`src/rtl/scarv_cop_mem_arb_pkg.sv`:
```
// Shared constants for the COP memory arbiter: requester indices and lock states.
package scarv_cop_mem_arb_pkg;

    localparam logic SCARV_COP_ARB_R0 = 1'b0;
    localparam logic SCARV_COP_ARB_R1 = 1'b1;

    typedef enum logic {
        ARB_OPEN   = 1'b0,
        ARB_LOCKED = 1'b1
    } arb_state_t;

endpackage

```
`src/rtl/scarv_cop_arb_pick.sv`:
```
// Combinational grant selector. Define SCARV_COP_ARB_ROUND_ROBIN_EN for
// round-robin contention; otherwise requester 0 has fixed priority.
module scarv_cop_arb_pick
    import scarv_cop_mem_arb_pkg::*;
(
    input  logic lock,
    input  logic owner,
    input  logic last,
    input  logic r0_cen,
    input  logic r1_cen,
    output logic gnt_valid,
    output logic gnt_idx
);

    always_comb begin
        gnt_valid = 1'b0;
        gnt_idx   = SCARV_COP_ARB_R0;
        if (lock) begin
            gnt_valid = 1'b1;
            gnt_idx   = owner;
        end else if (r0_cen && r1_cen) begin
            gnt_valid = 1'b1;
`ifdef SCARV_COP_ARB_ROUND_ROBIN_EN
            gnt_idx   = ~last;
`else
            gnt_idx   = SCARV_COP_ARB_R0;
`endif
        end else if (r0_cen) begin
            gnt_valid = 1'b1;
            gnt_idx   = SCARV_COP_ARB_R0;
        end else if (r1_cen) begin
            gnt_valid = 1'b1;
            gnt_idx   = SCARV_COP_ARB_R1;
        end
    end

`ifndef SCARV_COP_ARB_ROUND_ROBIN_EN
    logic unused_last;
    assign unused_last = last;
`endif

endmodule

```
`src/rtl/scarv_cop_mem_arb.sv`:
```
// Two-requester arbiter for the COP memory bus with zero added latency.
// Policy selected by SCARV_COP_ARB_ROUND_ROBIN_EN (see scarv_cop_arb_pick).
module scarv_cop_mem_arb
    import scarv_cop_mem_arb_pkg::*;
#(
    parameter int AW = 32,
    parameter int DW = 32
) (
    input  logic            g_clk,
    input  logic            g_resetn,
    input  logic            r0_cen,
    input  logic            r0_wen,
    input  logic [AW-1:0]   r0_addr,
    input  logic [DW-1:0]   r0_wdata,
    input  logic [DW/8-1:0] r0_ben,
    output logic [DW-1:0]   r0_rdata,
    output logic            r0_stall,
    output logic            r0_error,
    input  logic            r1_cen,
    input  logic            r1_wen,
    input  logic [AW-1:0]   r1_addr,
    input  logic [DW-1:0]   r1_wdata,
    input  logic [DW/8-1:0] r1_ben,
    output logic [DW-1:0]   r1_rdata,
    output logic            r1_stall,
    output logic            r1_error,
    output logic            mem_cen,
    output logic            mem_wen,
    output logic [AW-1:0]   mem_addr,
    output logic [DW-1:0]   mem_wdata,
    output logic [DW/8-1:0] mem_ben,
    input  logic [DW-1:0]   mem_rdata,
    input  logic            mem_stall,
    input  logic            mem_error,
    output logic            dbg_lock,
    output logic            dbg_owner
);

    arb_state_t state_q, state_d;
    logic       owner_q, owner_d;
    logic       last_q, last_d;
    logic       lock_eff;
    logic       gnt_valid, gnt_idx;
    logic       gnt_r0, gnt_r1;
    logic       mem_done;

    // Lock is forced open while reset is held so requests still pass through.
    assign lock_eff = (state_q == ARB_LOCKED) && g_resetn;

    scarv_cop_arb_pick u_pick (
        .lock      (lock_eff),
        .owner     (owner_q),
        .last      (last_q),
        .r0_cen    (r0_cen),
        .r1_cen    (r1_cen),
        .gnt_valid (gnt_valid),
        .gnt_idx   (gnt_idx)
    );

    assign gnt_r0   = gnt_valid && (gnt_idx == SCARV_COP_ARB_R0);
    assign gnt_r1   = gnt_valid && (gnt_idx == SCARV_COP_ARB_R1);
    assign mem_done = mem_cen && !mem_stall;

    always_comb begin
        mem_cen   = 1'b0;
        mem_wen   = 1'b0;
        mem_addr  = '0;
        mem_wdata = '0;
        mem_ben   = '0;
        if (gnt_r0) begin
            mem_cen   = r0_cen;
            mem_wen   = r0_wen;
            mem_addr  = r0_addr;
            mem_wdata = r0_wdata;
            mem_ben   = r0_ben;
        end else if (gnt_r1) begin
            mem_cen   = r1_cen;
            mem_wen   = r1_wen;
            mem_addr  = r1_addr;
            mem_wdata = r1_wdata;
            mem_ben   = r1_ben;
        end
    end

    // Response data only escapes in a real completion cycle.
    assign r0_stall = gnt_r0 ? mem_stall : r0_cen;
    assign r1_stall = gnt_r1 ? mem_stall : r1_cen;
    assign r0_rdata = (gnt_r0 && mem_done) ? mem_rdata : '0;
    assign r1_rdata = (gnt_r1 && mem_done) ? mem_rdata : '0;
    assign r0_error = gnt_r0 && mem_done && mem_error;
    assign r1_error = gnt_r1 && mem_done && mem_error;

    always_comb begin
        state_d = state_q;
        owner_d = owner_q;
        last_d  = last_q;
        case (state_q)
            ARB_OPEN: begin
                if (gnt_valid && mem_stall) begin
                    state_d = ARB_LOCKED;
                    owner_d = gnt_idx;
                end
            end
            ARB_LOCKED: begin
                // An owner that drops cen abandons its slot as well.
                if (!mem_stall || !mem_cen) begin
                    state_d = ARB_OPEN;
                end
            end
            default: state_d = ARB_OPEN;
        endcase
        if (mem_done) begin
            last_d = gnt_idx;
        end
    end

    always_ff @(posedge g_clk) begin
        if (!g_resetn) begin
            state_q <= ARB_OPEN;
            owner_q <= SCARV_COP_ARB_R0;
            last_q  <= SCARV_COP_ARB_R1;
        end else begin
            state_q <= state_d;
            owner_q <= owner_d;
            last_q  <= last_d;
        end
    end

    assign dbg_lock  = (state_q == ARB_LOCKED);
    assign dbg_owner = owner_q;

endmodule

```
`config.mk`:
```
export PLATFORM = sky130hd
export DESIGN_NAME = scarv_cop_mem_arb
export DESIGN_NICKNAME = d
export VERILOG_FILES = /design/src/rtl/scarv_cop_mem_arb_pkg.sv /design/src/rtl/scarv_cop_arb_pick.sv /design/src/rtl/scarv_cop_mem_arb.sv
export SDC_FILE = /design/constraint.sdc
export NUM_CORES = 1
export LEC_CHECK = 0
export CELL_PAD_IN_SITES_DETAIL_PLACEMENT = 1
export CELL_PAD_IN_SITES_GLOBAL_PLACEMENT = 1
export CORE_MARGIN = 4
export CORE_UTILIZATION = 10
export DETAILED_ROUTE_END_ITERATION = 6
export GPL_TIMING_DRIVEN = 0
export HOLD_SLACK_MARGIN = 0.08
export PLACE_DENSITY = 0.95
export REMOVE_ABC_BUFFERS = 1
export SYNTH_ARGS = -nofsm -noshare
export SYNTH_HDL_FRONTEND = slang
export SYNTH_SLANG_ARGS = --single-unit
```
`constraint.sdc`:
```
create_clock -name g_clk -period 3.4 [get_ports g_clk]
set_clock_uncertainty 0.15 [all_clocks]
set_input_delay 0.34 -clock g_clk [delete_from_list [all_inputs] [get_ports g_clk]]
set_output_delay 0.34 -clock g_clk [all_outputs]
set_load 0.03 [all_outputs]
```
Word level (Yosys, flattened, before mapping)
Cells that the tools add are included.
{"block": "totals", "register_bits": 2, "latch_bits": 0, "mem_bits_rw": 0, "rom_bits": 0, "inputBits": 176, "output_inout_bits": 140, "wordCells": 42, "n_memories": 0}
{"block": "classes", "addsub": 0, "multipliers": 0, "n_div": 0, "magnitude_cmp": 0, "eq_ne": 0, "shift": 0, "mux": 24, "bitwise_logic": 2, "n_reduce_logical": 14}
{"cell": "two-way mux 32 bit", "count": 6}
{"cell": "two-way mux 1 bit", "count": 15}
{"cell": "logical AND 1 bit", "count": 10}
{"cell": "two-way mux 4 bit", "count": 2}
{"cell": "logical NOT 1 bit", "count": 2}
{"cell": "NOT 1 bit", "count": 2}
{"cell": "one-hot mux 1 bit (2 select lines)", "count": 1}
{"cell": "AND reduction 2 bit", "count": 1}
{"cell": "logical OR 1 bit", "count": 1}

Logic depth before layout (Yosys ltp)
Gate-level depths: netlist of the first run.
{"block": "depth", "depth_word": 11, "depth_mapped": 7, "mapped_depth_nobuf": 3}

By module
From an unflattened synthesis of the first run, not the netlist that was laid out.
{"block": "hier_totals", "hier_cells": 252, "hier_area_um2": 1949.4}
{"mod": "scarv_cop_mem_arb", "instances": 1, "cells_each": 248, "area_each_um2": 1928.1, "seq_area_each_um2": 60.1}
{"mod": "scarv_cop_arb_pick", "instances": 1, "cells_each": 4, "area_each_um2": 21.3, "seq_area_each_um2": 0.0}

Least setup slack after synthesis of the first run
No wires, ideal clock.
{"block": "synth_timing", "path_kind": "register to output", "startpoint": "register state_q (netlist: dbg_lock)", "endpoint": "output port r0_stall", "t_arrival_ns": 1.787, "required_ns": 2.910, "setup_slack_ns": 1.123, "stages_incl_launch_ff": 3, "n_path_buf": 0, "cell_sequence": "dfxtp_1 inv_1 o41ai_1"}
{"block": "synth_between", "elab_chain_len": 5, "word_cells_on_any_way": 6, "cone_classes": "mux (3); bitwise (1); reduce/logical (2)"}
{"element": "from (decl)", "line": "scarv_cop_mem_arb.sv:39", "source": "arb_state_t state_q, state_d;"}
{"element": "from (signal assigned)", "line": "scarv_cop_mem_arb.sv:123", "source": "state_q <= state_d;"}
{"element": "logical AND 1 bit *", "line": "scarv_cop_mem_arb.sv:48", "source": "assign lock_eff = (state_q == ARB_LOCKED) && g_resetn;"}
{"element": "two-way mux 1 bit", "line": "scarv_cop_arb_pick.sv:18", "source": "if (lock) begin"}
{"element": "NOT 1 bit", "line": "scarv_cop_mem_arb.sv:60", "source": "assign gnt_r0 = gnt_valid && (gnt_idx == SCARV_COP_ARB_R0);"}
{"element": "logical AND 1 bit *", "line": "scarv_cop_mem_arb.sv:60"}
{"element": "two-way mux 1 bit *", "line": "scarv_cop_mem_arb.sv:86", "source": "assign r0_stall = gnt_r0 ? mem_stall : r0_cen;"}
{"element": "to (decl)", "line": "scarv_cop_mem_arb.sv:17", "source": "output logic r0_stall,"}
Mark *: on every way between the ends. The rest lies on a longest branch, timed or not.

Final worst setup path of the first run
{"block": "layout_timing", "startpoint": "input port r0_cen", "endpoint": "output port mem_addr[6]"}
{"block": "layout_between", "elab_chain_len": 6, "word_cells_on_any_way": 12, "cone_classes": "mux (8); bitwise (1); reduce/logical (3)"}
{"element": "from (decl)", "line": "scarv_cop_mem_arb.sv:11", "source": "input logic r0_cen,"}
{"element": "two-way mux 1 bit or logical AND 1 bit (tied branches)", "line": "scarv_cop_arb_pick.sv:28, scarv_cop_arb_pick.sv:21"}
{"element": "two-way mux 1 bit", "line": "scarv_cop_arb_pick.sv:21", "source": "end else if (r0_cen && r1_cen) begin"}
{"element": "two-way mux 1 bit", "line": "scarv_cop_arb_pick.sv:18"}
{"element": "logical AND 1 bit or NOT 1 bit (tied branches)", "line": "scarv_cop_mem_arb.sv:61, scarv_cop_mem_arb.sv:60"}
{"element": "two-way mux 32 bit or logical AND 1 bit (tied branches)", "line": "scarv_cop_mem_arb.sv:76, scarv_cop_mem_arb.sv:60"}
{"element": "two-way mux 32 bit *", "line": "scarv_cop_mem_arb.sv:70", "source": "if (gnt_r0) begin"}
{"element": "to (decl)", "line": "scarv_cop_mem_arb.sv:29", "source": "output logic [AW-1:0] mem_addr,"}
Marked as above.

==> results of run 1 <==
==> flip-flops by register name, indices dropped and copies added (netlist names) <==
name       cells
dbg_owner      1
dbg_lock       1
==> cell families (layout without fill, tap and decap cells) <==
family	after synthesis	in the layout	share of synthesized area
compound gates	81	81	0.531
buf+inv	25	323	0.0974
flops	2	2	0.0309
other cells	0	2	0
simple gates	72	73	0.340
==> stage by stage <==
stage	setup WS, ps	instance area [um2]	power (uW)
6_report	127	4690	994
5_1_grt	30.3	4690	1040
3_5_place_dp	-24.0	4600	819
4_1_cts	62.0	4670	1000
3_3_place_gp	-2480	4550	804
2_1_floorplan	-573	1180	366
==> cell type report <==
class	instances	area, um2	area share
Antenna cell	2	5.00	0.00107
Tap cell	172	215	0.0459
Clock buffer	3	75.1	0.0160
Inverter	3	11.3	0.00240
Multi-Input combinational cell	154	1150	0.246
Sequential cell	2	40.0	0.00853
Timing Repair Buffer	317	3190	0.681
==> placed cells by master, fill, tap and decap left out, types with 2 or more instances in the layout <==
cell type	synthesis	final
buf_12	0	2
a22o_1	69	69
and2_1	66	66
diode_2	0	2
a31oi_1	2	2
inv_1	3	3
and3_2	0	2
clkdlybuf4s50_1	0	315
clkbuf_16	0	3
dfxtp_1	2	2
a21oi_1	3	2
==> worst paths after layout <==
path,end,slack [ps],cells after the start
max reg2reg,dbg_lock,2200,2
min,dbg_owner,490,2
min reg2reg,dbg_owner,490,2
max,mem_addr[6],130,6
==> tightest hold or removal path: cells and delay by family (launching register included) <==
family / cells / cell delay, ps
AO/OA/AOI/OAI: 2 / 220
flip-flops: 1 / 360
==> Yosys cell counts, drive strengths merged <==
library cell / count
a22o: 69
nand2: 1
o41ai: 1
o22a: 1
a21o: 1
a2111oi: 1
nand3: 1
o211a: 1
nor2: 2
o21ai: 1
and3: 2
buf: 16
inv: 3
clkbuf: 6
a311oi: 1
dfxtp: 2
and2: 66
a31oi: 2
a21oi: 3
==> power by group through the flow <==
stage / clock [uW] / sequential (uW) / combinational (uW)
detailed placement: 0 / 27.9 / 791
global placement: 0 / 27.6 / 776
floorplan: 0 / 30.0 / 335
global route: 181 / 28.2 / 829
CTS: 179 / 27.6 / 796
finish: 175 / 27.8 / 791
==> routing by layer <==
layer	track usage	wire length, um
met1	0.163	4590
met4	0.0448	295
met5	0	0
met3	0.0529	1390
met2	0.266	6170
==> what timing repair did <==
item,4_1_cts,5_1_grt
pin swaps,0,1
setup buffers,0,0
gates cloned,0,1
setup endpoints to repair,2,35
gates resized for setup,1,3
hold endpoints to repair,0,0
==> results summary, run 1 <==
On the critical path the largest part of the delay comes from buffers and inverters. The initial antenna violation count is 2. The number of remaining DRC errors is 0.

The total count of max-transition violations in the final report was 0. The power spent charging and discharging nets came out at 404 uW. The first global-routing pass estimated 17.0 mm of wire. The path type of the worst min-delay path is reg -> reg. The clock latency on the worst-skew pair came out at 220 ps. Of all cell types, the one taking the most synthesized area is a22o_1.

The initial standard-cell utilization of the core came out at 0.102. The detailed router's first-iteration violation count came out at 52. At the pin with the least slew margin, the transition time is 575 ps.

The source of the critical timing path is r0_cen. Setup repair after global routing left no endpoint under its margin. Setup violations remaining at the end of the flow were counted as 0. The part of the total power dissipated in the clock network came out at 0.176. The worst setup path category is in -> out. The most numerous cell type found on the critical path is clkdlybuf4s50_1.

In the finished design, the share of the clock period the worst path needs comes to 0.963. In the final design database the tool counted 657 nets. The worst setup path is launched from an input port. The layout overhead on the synthesized area came out at 262%. The fraction of layout instances using a drive strength above 1 is 0.0251.

The placeable core area is 12,700 um2. The count of warnings emitted by yosys is 0. For this run, the share of the core covered by cells in the final layout is 0.370. Buffers inserted to repair hold after CTS numbered 0.

The number of max-capacitance violations reported is 0. The maximum fanout encountered on the critical timing path is 60. During I/O placement, the number of pins put on the boundary was 316.

The per-cell via count in the routed design is 4.16. The post-synthesis cell type count came out at 20. The post-synthesis instance total is 180. The highest attainable clock frequency came out at 0.306 GHz. The number of inserted filler cells in the final layout came out at 1,482. The placed wire-length estimate came out at 10.9 mm. The number of global-route vias before repair came out at 2,969. The fraction of power consumed by combinational cells is 0.796. The headroom to the max-slew limit is 0.616. The reg-to-reg critical path startpoint is dbg_owner. Clock-pin slew was measured on the worst setup and hold paths at 30 ps.

Counting along the longest clock path gives a buffer depth of 2. The via count came out at 2,719. By area the synthesized netlist is led by a22o_1 47%, and2_1 32%, buf_2 5.4%, dfxtp_1 3.1%, buf_6 1.7%. The CTS H-tree depth came out at 1. Clock tree synthesis found a total of 2 sinks. The setup total negative slack is 0 ps. The total standard cell area after synthesis came out at 1300 um2. The critical path data arrival time came out at 2780 ps. Entering global routing, the biggest net connects 61 pins. The floorplan step defined a die boundary enclosing 14,900 um2. The mean cell area of the mapped netlist is 7.21 um2. The internal portion of total power came out at 590 uW. The required time of the critical path is 2910 ps. The per-cell routed wire length came out at 19.1 um. The die is 122 um tall.

Of the total power, the share spent switching nets is 0.407. The library cell contributing the largest single delay on the critical path is clkdlybuf4s50_1. The worst hold path begins at dbg_owner. The post-route minimum period is 3270 ps. The global placement routability congestion came out at 0.821. The total track usage is 0.148. The buffers plus inverters on the worst setup path is 3. The area fraction of the dominant cell type after synthesis came out at 0.466. The analysis attributes to cell leakage a power of 0.00182 uW. The number of placement rows is 41. The total routed wirelength came out at 12.4 mm. The critical path's largest stage delay is 700 ps. The number of placed instances, taps included is 647. The root buffer cell chosen for the clock tree is clkbuf_16. The sequential cell area fraction in the yosys report is 0.0309. The hold violation count in the final report is 0.

The flow ran to the end, and the final reports show no timing, DRC or antenna violations. The power density over the cells came out at 212 nW/um2. The number of buffers added by the clock tree synthesis step came out at 3. The count of input and output buffers came out at 315. The number of optimization iterations in the first detailed-route pass is 4.

Counting flops and latches in the post-synthesis netlist gives 2. The proportion of power drawn by flip-flops and latches came out at 0.028. The floorplan step set the die width to 122 um. Traced cell by cell, the critical path runs through clkdlybuf4s50_1 -> a21oi_2 -> a21o_2 -> buf_12 -> a22o_1 -> clkdlybuf4s50_1. For this run the aggregate overflow at the end of global routing stands at 0. Leaving out filler cells and counting taps, the final layout contains 653. Across the VDD grid, the largest voltage drop is 0.0000979 V.

TritonCTS built the clock tree. The minimum hold slack came out at 486 ps. The worst setup path is captured at a primary output. The antenna violation net count after detailed routing came out at 0.
No activity file was read; power rests on OpenSTA's default activity.
==> run 2: changes to the inputs <==
CTS_CLUSTER_SIZE = 28   (was unset)
SKIP_LAST_GASP = 1   (was unset)
==> results of run 2 <==
Final layout, timing and power as in run 1 (identical DEF).
